--- src/rtl/div_sequencer.sv ---
// Goldschmidt division sequencer: issues ITERS D/N multiply pairs, captures the quotient.
// Quotient valid 2*ITERS+3 cycles after acceptance (1 for D==0); holds q until out_ready.
module div_sequencer #(
  parameter int WIDTH = 16,
  parameter int ITERS = 3
) (
  input  logic             clk,
  input  logic             reset,
  input  logic             in_valid,
  output logic             in_ready,
  input  logic [WIDTH-1:0] N_in,
  input  logic [WIDTH-1:0] D_in,
  input  logic [WIDTH-1:0] IA_in,
  output logic [WIDTH-1:0] N,
  output logic [WIDTH-1:0] D,
  output logic [WIDTH-1:0] IA,
  output logic             kSelect,
  output logic             ndSelect,
  input  logic [WIDTH-1:0] result,
  output logic             out_valid,
  input  logic             out_ready,
  output logic [WIDTH-1:0] q,
  output logic             div0
);

  localparam int IW = $clog2(ITERS + 1);
  localparam logic [IW-1:0] ITERS_L = IW'(ITERS);

  typedef enum logic [2:0] {
    IDLE,
    ISSUE_D,
    ISSUE_N,
    DRAIN,
    CAPTURE,
    DONE
  } state_t;

  state_t          state;
  state_t          state_nxt;
  logic [IW-1:0]   i;
  logic [IW-1:0]   i_inc;
  logic            accept;

  assign in_ready  = (state == IDLE);
  assign out_valid = (state == DONE);
  assign accept    = in_valid && (state == IDLE);
  assign i_inc     = i + IW'(1);

  always_comb begin
    state_nxt = state;
    kSelect   = 1'b0;
    ndSelect  = 1'b1;
    case (state)
      IDLE: begin
        if (in_valid) begin
          state_nxt = (D_in == '0) ? DONE : ISSUE_D;
        end
      end
      ISSUE_D: begin
        ndSelect  = 1'b0;
        // k comes from IA only on the first pass; later passes derive it from result
        kSelect   = (i == '0);
        state_nxt = ISSUE_N;
      end
      ISSUE_N: begin
        state_nxt = (i_inc < ITERS_L) ? ISSUE_D : DRAIN;
      end
      DRAIN: begin
        state_nxt = CAPTURE;
      end
      CAPTURE: begin
        state_nxt = DONE;
      end
      DONE: begin
        if (out_ready) begin
          state_nxt = IDLE;
        end
      end
      default: begin
        state_nxt = IDLE;
      end
    endcase
  end

  always_ff @(posedge clk or negedge reset) begin
    if (!reset) begin
      state <= IDLE;
      i     <= '0;
      N     <= '0;
      D     <= '0;
      IA    <= '0;
      q     <= '0;
      div0  <= 1'b0;
    end else begin
      state <= state_nxt;
      if (accept) begin
        N  <= N_in;
        D  <= D_in;
        IA <= IA_in;
        i  <= '0;
        if (D_in == '0) begin
          q    <= '1;
          div0 <= 1'b1;
        end
      end
      if (state == ISSUE_N) begin
        i <= i_inc;
      end
      // result for the last N issue arrives exactly in the CAPTURE cycle
      if (state == CAPTURE) begin
        q    <= result;
        div0 <= 1'b0;
      end
    end
  end

endmodule

--- config.mk ---
export PLATFORM = sky130hd
export DESIGN_NAME = div_sequencer
export DESIGN_NICKNAME = d
export VERILOG_FILES = /design/src/rtl/div_sequencer.sv
export SDC_FILE = /design/constraint.sdc
export NUM_CORES = 1
export LEC_CHECK = 0
export BUFFER_PORTS_ARGS = -buffer_cell sky130_fd_sc_hd__buf_2
export CORE_UTILIZATION = 40
export DETAILED_ROUTE_END_ITERATION = 8
export GPL_ROUTABILITY_DRIVEN = 0
export PLACE_DENSITY = 0.67
export SYNTH_ARGS = -nofsm -noshare
export SYNTH_HDL_FRONTEND = slang
export SYNTH_SLANG_ARGS = --single-unit
--- constraint.sdc ---
create_clock -name clk -period 4.3 [get_ports clk]
set_input_delay 0.215 -clock clk [delete_from_list [all_inputs] [get_ports clk]]
set_output_delay 0.215 -clock clk [all_outputs]
set_load 0.02 [all_outputs]
==> run metrics, run 1 <==
clock-pin slew on the worst setup and hold paths=0.08 ns; PortBufs=136; status=completed; hold crit path type=in2async; Crit Path Max Fanout=26; Final Total Pwr=0.00319 W; row count=30; number of distinct library cells after synthesis=28; CTS buffer count=9; unrepaired setup endpoints after global routing=false; Ys Warns=0; CP required=4.54 ns; vias per cell=4.67; Die Y=86.3 µm; commonest non-fill, non-tap cell in the layout=buf_2; CP Data Arrival Time=2.24 ns; clock root buffer=clkbuf_8; diode count=0; GRT Total Usage=17.1%; worst vdd ir=0.380 mV; Residual DRC=0; setup TNS=0 ns; most frequent cells in the layout=buf_2, dfrtp_1, mux2_2; Leakage=1.83 nW; Clock Latency Late Sink=0.34 ns; syn_nets=268; post-route minimum period=2.01 ns; Finished Cell Area=3830 µm²; power per cell area=833 nW/µm²; routed vias=2046; dpl ws=2.27 ns; CP Cell Sequence=nor4b_4, buf_4, nand2_1, o21ai_0; Die ar.=7450 µm²; largest net degree at the start of global routing=71; Placed Area=3600 µm²; Sink Count=70; vias in the first global route=2009; family with the most delay on the worst path=simple AND/OR/NAND/NOR gates; Setup violations, final=0; CTS tree=yes; # Post-CTS Setup Buffers=0; clk buf depth=2; final worst path period share=46.7%; sw power=0.00123 W; die width=86.3 µm; Worst Hold Slack=0.0611 ns; TritonRoute pass-1 iters=4; Worst Skew=0.00977 ns; Detail Route Antenna Nets=0; final hold viol count=0; Buf+Inv Stages, Crit Path=1; Crit path largest cell delay=0.52 ns; detailed-route wire length per cell=13.6 µm; Core ar.=6830 µm²; FF+latch count, synth=70; Post-Synthesis Cells=198; starting density of the core=41.6%; IO Pins=137; Internal Pwr Total=0.00195 W; CP Capture Type=flip-flop; H-tree levels=3; Slew headroom=41.1%; share of layout cells above drive strength 1=59.6%; hpwl dp=4190 µm; max-slew violation count=0; Syn Area/Cell=14.4 µm²; sw frac=38.7%; Area growth, synth to finish=34.6%; hold buffer count at CTS=0; cts repair resizes=0; total wire length=5970 µm; Overflow after GRT=0; crit path max-delay cell type=dfrtp_1; nets@finish=407; clock power share=18.4%; MaxCap Viol Count=0; Mapped Area=2840 µm²; sequential fraction of the synthesis area=61.6%; Max Clk Rate=498 MHz; CP Class=reg2reg; Slew @ Worst Pin=0.883 ns; first-pass GRT wire length=9600 µm; starting DRC count in detailed routing=72; antenna violations before repair=0; Startpoint Class=flip-flop; Seq pwr share=37.0%; Comb pwr share=44.6%; Final WS setup=2.29 ns
[worst paths after layout]
path	from	endpoint	slack, ns	cells past startpoint
max in group asynchronous	reset	IA[5]$_DFFE_PN0P_	3.64	2
worst min register to register	i[0]$_DFFE_PN0P_	i[0]$_DFFE_PN0P_	0.48	1
worst min-delay path	reset	N[3]$_DFFE_PN0P_	0.06	2
min in group clk	N_in[0]	N[0]$_DFFE_PN0P_	0.09	2
worst max register to register	state[1]$_DFFE_PN0P_	q[3]$_DFFE_PN0P_	2.29	4
worst max-delay path	state[1]$_DFFE_PN0P_	q[3]$_DFFE_PN0P_	2.29	4
[cell families after synthesis]
group	share of synthesized area, %
simple gates	4.62
compound gates	4.93
fa+ha+maj	0.880
buf+inv	3.34
mux	24.6
flops	61.6
[routing by layer]
metal	vias up	wire (µm)	part of all wire [%]	track usage [%]
li1	981	-	-	-
met1	986	2680	45	20.7
met2	71	2800	47	27.2
met3	8	399	6.7	7.24
met4	0	91	1.5	6.82
met5	-	0	0	0
[layout make-up]
| class | count | area [µm²] |
|---|---|---|
| clock buffer | 11 | 141 |
| clock inverter | 5 | 82.6 |
| fill | 613 | 3000 |
| inverter | 5 | 18.8 |
| multi-input combinational | 111 | 1000 |
| sequential | 70 | 1750 |
| tap | 96 | 120 |
| timing repair buffer | 140 | 711 |
[power by group through the flow]
stage          sequential (W)  clock (W)  combinational (W)
5_1_grt               0.00123   0.000637            0.00154
4_1_cts               0.00118   0.000605            0.00144
6_report              0.00118   0.000585            0.00142
2_1_floorplan         0.00155          0           0.000623
3_3_place_gp          0.00119          0            0.00142
3_5_place_dp          0.00119          0            0.00145
[stage by stage]
step	instances	util (%)
6_report	438	56.0
5_1_grt	438	56.0
4_1_cts	438	56.0
3_5_place_dp	422	52.7
3_3_place_gp	422	52.7
2_1_floorplan	198	-
[sequential cells by signal (all words and copies together) (netlist names)]
signal / flops
D: 16
IA: 16
N: 16
div0: 1
i: 2
q: 16
state: 3
[worst reg2reg max path, stage by stage (launching register included)]
cell,delay (ns)
dfrtp_1,0.52
nor4b_4,0.32
buf_4,0.37
nand2_1,0.40
o21ai_0,0.30
[synthesized netlist by cell type]
master | instances | area share [%]
nor3_1 | 2 | 0.35
buf_6 | 2 | 0.79
mux2_2 | 47 | 19
buf_4 | 3 | 0.79
inv_1 | 5 | 0.66
a32o_1 | 1 | 0.35
a21o_1 | 1 | 0.26
ha_1 | 2 | 0.88
o221ai_1 | 1 | 0.31
nand2b_1 | 3 | 0.66
mux2_1 | 1 | 0.40
buf_2 | 4 | 0.70
nor4_1 | 4 | 0.88
nor4b_4 | 1 | 0.84
nand3_1 | 2 | 0.35
dfrtp_1 | 70 | 62
o22ai_1 | 1 | 0.22
clkbuf_1 | 3 | 0.40
o21ai_0 | 17 | 3.0
nor2_1 | 4 | 0.53
a211o_1 | 1 | 0.31
a221oi_1 | 1 | 0.31
nor3b_1 | 1 | 0.26
mux2i_1 | 16 | 5.6
nand3b_1 | 1 | 0.26
nand2_1 | 2 | 0.26
a21oi_1 | 1 | 0.18
and3_1 | 1 | 0.22
Power figures use the tool's default switching activity.
==> run 2: changes to the inputs <==
==> constraint.sdc (replaced) <==
create_clock -name clk -period 2.1 [get_ports clk]
set_input_delay 0.105 -clock clk [delete_from_list [all_inputs] [get_ports clk]]
set_output_delay 0.105 -clock clk [all_outputs]
set_load 0.02 [all_outputs]
==> run 2 against run 1 <==
  * Critical path depth unchanged
  * Cell count increased by 11%
  * First-iteration DRC count increased by 28%
  * Clock power is 120% higher
  * Sequential share of layout area fell by 5.7 points
  * Clock skew is 0.0024 ns higher
  * Non-clock buffer count rose by 51
  * Core utilization increased by 8.0 points
  * Die area did not move
  * Cell area increased by 14%
  * Critical path type unchanged
  * Highest routed layer unchanged
==> run metrics, run 2 (synthesis results as in run 1) <==
CP Cell Sequence=nor4b_4, buf_12, nand2_2, o21ai_0; CTS tree=yes; GRT Total Usage=19.9%; total wire length=7010 µm; routing usage on met1=23.8%; starting density of the core=41.6%; max-slew violation count=0; Max Clk Rate=558 MHz; starting DRC count in detailed routing=92; routed vias=2250; clock-pin slew on the worst setup and hold paths=0.07 ns; detailed-route wire length per cell=14.4 µm; TritonRoute pass-1 iters=4; vias per cell=4.61; Area growth, synth to finish=53.9%; hold crit path type=in2reg; Worst Skew=0.0121 ns; most frequent cells in the layout=buf_2, dfrtp_1, dlygate4sd3_1; PortBufs=136; crit path max-delay cell type=dfrtp_1; # Post-CTS Setup Buffers=0; Slew headroom=59.3%; Crit Path Max Fanout=49; CTS buffer count=9; worst vdd ir=0.740 mV; setup TNS=0 ns; diode count=0; die width=86.3 µm; Final Total Pwr=0.00679 W; Startpoint Class=flip-flop; clk buf depth=2; largest net degree at the start of global routing=71; Finished Cell Area=4380 µm²; met3 usage=4.86%; vias in the first global route=2322; Slew @ Worst Pin=0.609 ns; Leakage=2.06 nW; commonest non-fill, non-tap cell in the layout=buf_2; Fill cells=574; Detail Route Antenna Nets=0; worst reg-to-reg setup slack=0.31 ns; Clock Latency Late Sink=0.35 ns; unrepaired setup endpoints after global routing=false; Residual DRC=0; nets@finish=458; CP required=2.34 ns; first-pass GRT wire length=11100 µm; status=completed; row count=30; CP Class=reg2reg; GR peak layer=met2; final core utilization=64.1%; Final WS setup=0.306 ns; clock root buffer=clkbuf_8; Setup violations, final=0; CP Data Arrival Time=2.03 ns; power per cell area=1550 nW/µm²; H-tree levels=3; Sink Count=70; hpwl dp=4370 µm; Die Y=86.3 µm; final hold viol count=0; dpl ws=0.134 ns; IO Pins=137; Placed Area=3630 µm²; M2 GR Usage=34.3%; post-route minimum period=1.79 ns; MaxCap Viol Count=0; CP Capture Type=flip-flop; Die ar.=7450 µm²; Core ar.=6830 µm²; final worst path period share=85.4%; Crit path largest cell delay=0.52 ns; share of layout cells above drive strength 1=52.3%; antenna violations before repair=0; Overflow after GRT=0
-- run 2: layout make-up --
type	count	area (µm²)	share of cell area (%)
Clock buffer	9	124	2.83
Clock inverter	6	111	2.54
Tap cell	96	120	2.74
Timing Repair Buffer	191	1250	28.5
Multi-Input combinational cell	111	1000	23.0
Sequential cell	70	1750	40.0
Inverter	5	18.8	0.429
-- run 2: path summary, 6_finish.rpt --
path	from	endpoint	cells past startpoint
worst max-delay path	state[1]$_DFFE_PN0P_	q[8]$_DFFE_PN0P_	4
max in group asynchronous	reset	D[7]$_DFFE_PN0P_	3
worst min-delay path	result[1]	q[1]$_DFFE_PN0P_	3
worst min register to register	i[0]$_DFFE_PN0P_	i[0]$_DFFE_PN0P_	1
worst max register to register	state[1]$_DFFE_PN0P_	q[8]$_DFFE_PN0P_	4
min in group asynchronous	reset	N[5]$_DFFE_PN0P_	3
-- run 2: power breakdown --
group,internal (W),switching [W],leakage (nW)
clock network,0.000782,0.000502,0.115
logic,0.00135,0.00172,1.11
registers,0.00204,0.000400,0.833
-- run 2: layer usage --
layer  routed length, µm  up-vias  share of wire (%)
met5                   0        -                  0
met4                 166        0                2.4
met3                 351       12                5.0
met2                3580       75                 51
met1                2910     1079                 42
li1                    -     1084                  -
-- run 2: worst max-delay path, delay by kind of cell, from the launching register on --
kind            cells  cell delay, ns
simple gates        2            0.60
buf+inv             1            0.30
compound gates      1            0.26
flops               1            0.52
-- run 2: through the flow --
step | cells | hold WS (ns)
after floorplan | 198 | -0.191
after global placement | 422 | 0.156
after detailed placement | 422 | 0.159
after CTS | 488 | 0.000366
after global routing | 488 | 0.00158
final | 488 | 0.00781
-- run 2: repair_timing --
item                                    4_1_cts  5_1_grt
hold endpoints to repair                    120        0
endpoints found under the setup margin        0        4
gates resized for setup                       0        1
hold buffers                                 51        0
==> run 3: changes to the inputs <==
--- a/config.mk
+++ b/config.mk
@@ -10,6 +10,7 @@
 export DETAILED_ROUTE_END_ITERATION = 8
 export GPL_ROUTABILITY_DRIVEN = 0
 export PLACE_DENSITY = 0.67
+export RECOVER_POWER = 50
 export SYNTH_ARGS = -nofsm -noshare
 export SYNTH_HDL_FRONTEND = slang
 export SYNTH_SLANG_ARGS = --single-unit
==> run 3 against run 2 <==
  * Sequential share of layout area is 0.51 points higher
  * Flip-flop and latch count stayed put
  * Clock power hardly changed
  * Power is 1.2% lower
  * Wire length hardly changed
  * Sequential power hardly changed
  * Non-clock buffer count stayed put
  * Worst hold slack hardly changed
  * Combinational power is 3% lower
  * Via count is 0.13% lower
  * Setup slack worse by 0.0014 ns
  * First-iteration DRC count is 18% lower
  * Largest cell class unchanged
==> run metrics, run 3 (synthesis results as in run 1) <==
clock-pin slew on the worst setup and hold paths=0.07 ns; antenna violations before repair=0; # Post-CTS Setup Buffers=0; Die ar.=7450 µm²; die width=86.3 µm; worst reg-to-reg setup slack=0.31 ns; nets@finish=458; worst r2r path cells=4; clock root buffer=clkbuf_8; share of layout cells above drive strength 1=43.6%; row count=30; vias per cell=4.60; Residual DRC=0; diode count=0; Clock Latency Late Sink=0.35 ns; Leakage=1.95 nW; starting DRC count in detailed routing=75; CP Class=reg2reg; clk buf depth=2; unrepaired setup endpoints after global routing=false; Area growth, synth to finish=52.0%; CP Data Arrival Time=2.03 ns; H-tree levels=3; Core ar.=6830 µm²; TritonRoute pass-1 iters=4; worst vdd ir=0.735 mV; Hold EP=q[1]$_DFFE_PN0P_; Hold Crit Depth=3; hpwl dp=4370 µm; commonest non-fill, non-tap cell in the layout=buf_2; Setup violations, final=0; most frequent cells in the layout=buf_2, dfrtp_1, dlygate4sd3_1; final core utilization=63.3%; Max Clk Rate=557 MHz; Worst Skew=0.0121 ns; Crit Path Max Fanout=49; power per cell area=1550 nW/µm²; final worst path period share=85.5%; Sink Count=70; post-route minimum period=1.79 ns; final hold viol count=0; CTS tree=yes; PortBufs=136; CP Capture Type=flip-flop; CTS buffer count=9; Startpoint Class=flip-flop; Slew headroom=38.0%; total wire length=7010 µm; hold crit path type=in2reg; MaxCap Viol Count=0; vias in the first global route=2322; routed vias=2247; Min-Delay Startpoint=result[1]; Die Y=86.3 µm; GRT Total Usage=19.9%; Critical R2R Launch=state[1]$_DFFE_PN0P_; first-pass GRT wire length=11100 µm; Detail Route Antenna Nets=0; Slew @ Worst Pin=0.930 ns; max-slew violation count=0; CP required=2.34 ns; detailed-route wire length per cell=14.4 µm; status=completed; starting density of the core=41.6%; Overflow after GRT=0; largest net degree at the start of global routing=71; setup TNS=0 ns; IO Pins=137; RR Endpoint=q[8]$_DFFE_PN0P_
==> run 3: changes by cell type in the layout (fill, tap and decap cells not counted), sizes merged <==
cell,change
clkbuf,+35
buf,-35
==> run 3: final cells by class <==
| cell class | instances | area (µm²) |
|---|---|---|
| Sequential cell | 70 | 1750 |
| Clock buffer | 9 | 124 |
| Tap cell | 96 | 120 |
| Timing Repair Buffer | 191 | 1190 |
| Multi-Input combinational cell | 111 | 1000 |
| Fill cell | 593 | 2510 |
| Inverter | 5 | 18.8 |
| Clock inverter | 6 | 111 |
==> run 3: worst max path at each step <==
stage | from | slack, ns | to | depth (start not counted)
CTS | state[1]$_DFFE_PN0P_ | 0.12 | q[13]$_DFFE_PN0P_ | 4
floorplan | state[0]$_DFFE_PN0P_ | 0.48 | N[1]$_DFFE_PN0P_ | 5
global route | state[1]$_DFFE_PN0P_ | 0.16 | q[8]$_DFFE_PN0P_ | 4
finish | state[1]$_DFFE_PN0P_ | 0.31 | q[8]$_DFFE_PN0P_ | 4
detailed placement | state[1]$_DFFE_PN0P_ | 0.13 | q[8]$_DFFE_PN0P_ | 4
global placement | state[1]$_DFFE_PN0P_ | 0.23 | q[7]$_DFFE_PN0P_ | 4
==> run 3: per-layer routing <==
metal  routed length, µm  GRT usage (%)  vias up
met5                   0              0        -
met4                 161           8.64        0
met3                 349           4.86       12
met2                3590           34.3       77
met1                2900           23.8     1072
li1                    -              -     1086
==> run 3: metrics by stage <==
step	instances	area, µm²	hold WS, ns	setup WS (ns)	total power, W
after global routing	488	4320	0.00158	0.160	0.00713
after detailed placement	422	3630	0.159	0.134	0.00546
after CTS	488	4370	0.000366	0.120	0.00684
final	488	4320	0.00767	0.305	0.00671
after global placement	422	3630	0.156	0.233	0.00537
after floorplan	198	2840	-0.191	0.480	0.00445
==> run 3: repair_timing <==
item                                   in CTS  in global routing
setup endpoints to repair                   0                  4
hold buffers                               51                  0
resized for setup                           0                  1
endpoints found under the hold margin     120                  0
==> run 3: worst max-delay path: stages (launching register included) <==
cell and delay, ns:
dfrtp_1 0.52, nor4b_4 0.36, buf_12 0.30, nand2_2 0.24, o21ai_0 0.26
==> run 3: where the power goes <==
part | switching, W | internal, W | leakage [nW] | total, W
Sequential | 0.000411 | 0.00204 | 0.833 | 0.00245
Combinational | 0.00173 | 0.00125 | 1.01 | 0.00297
Clock | 0.000503 | 0.000782 | 0.115 | 0.00128
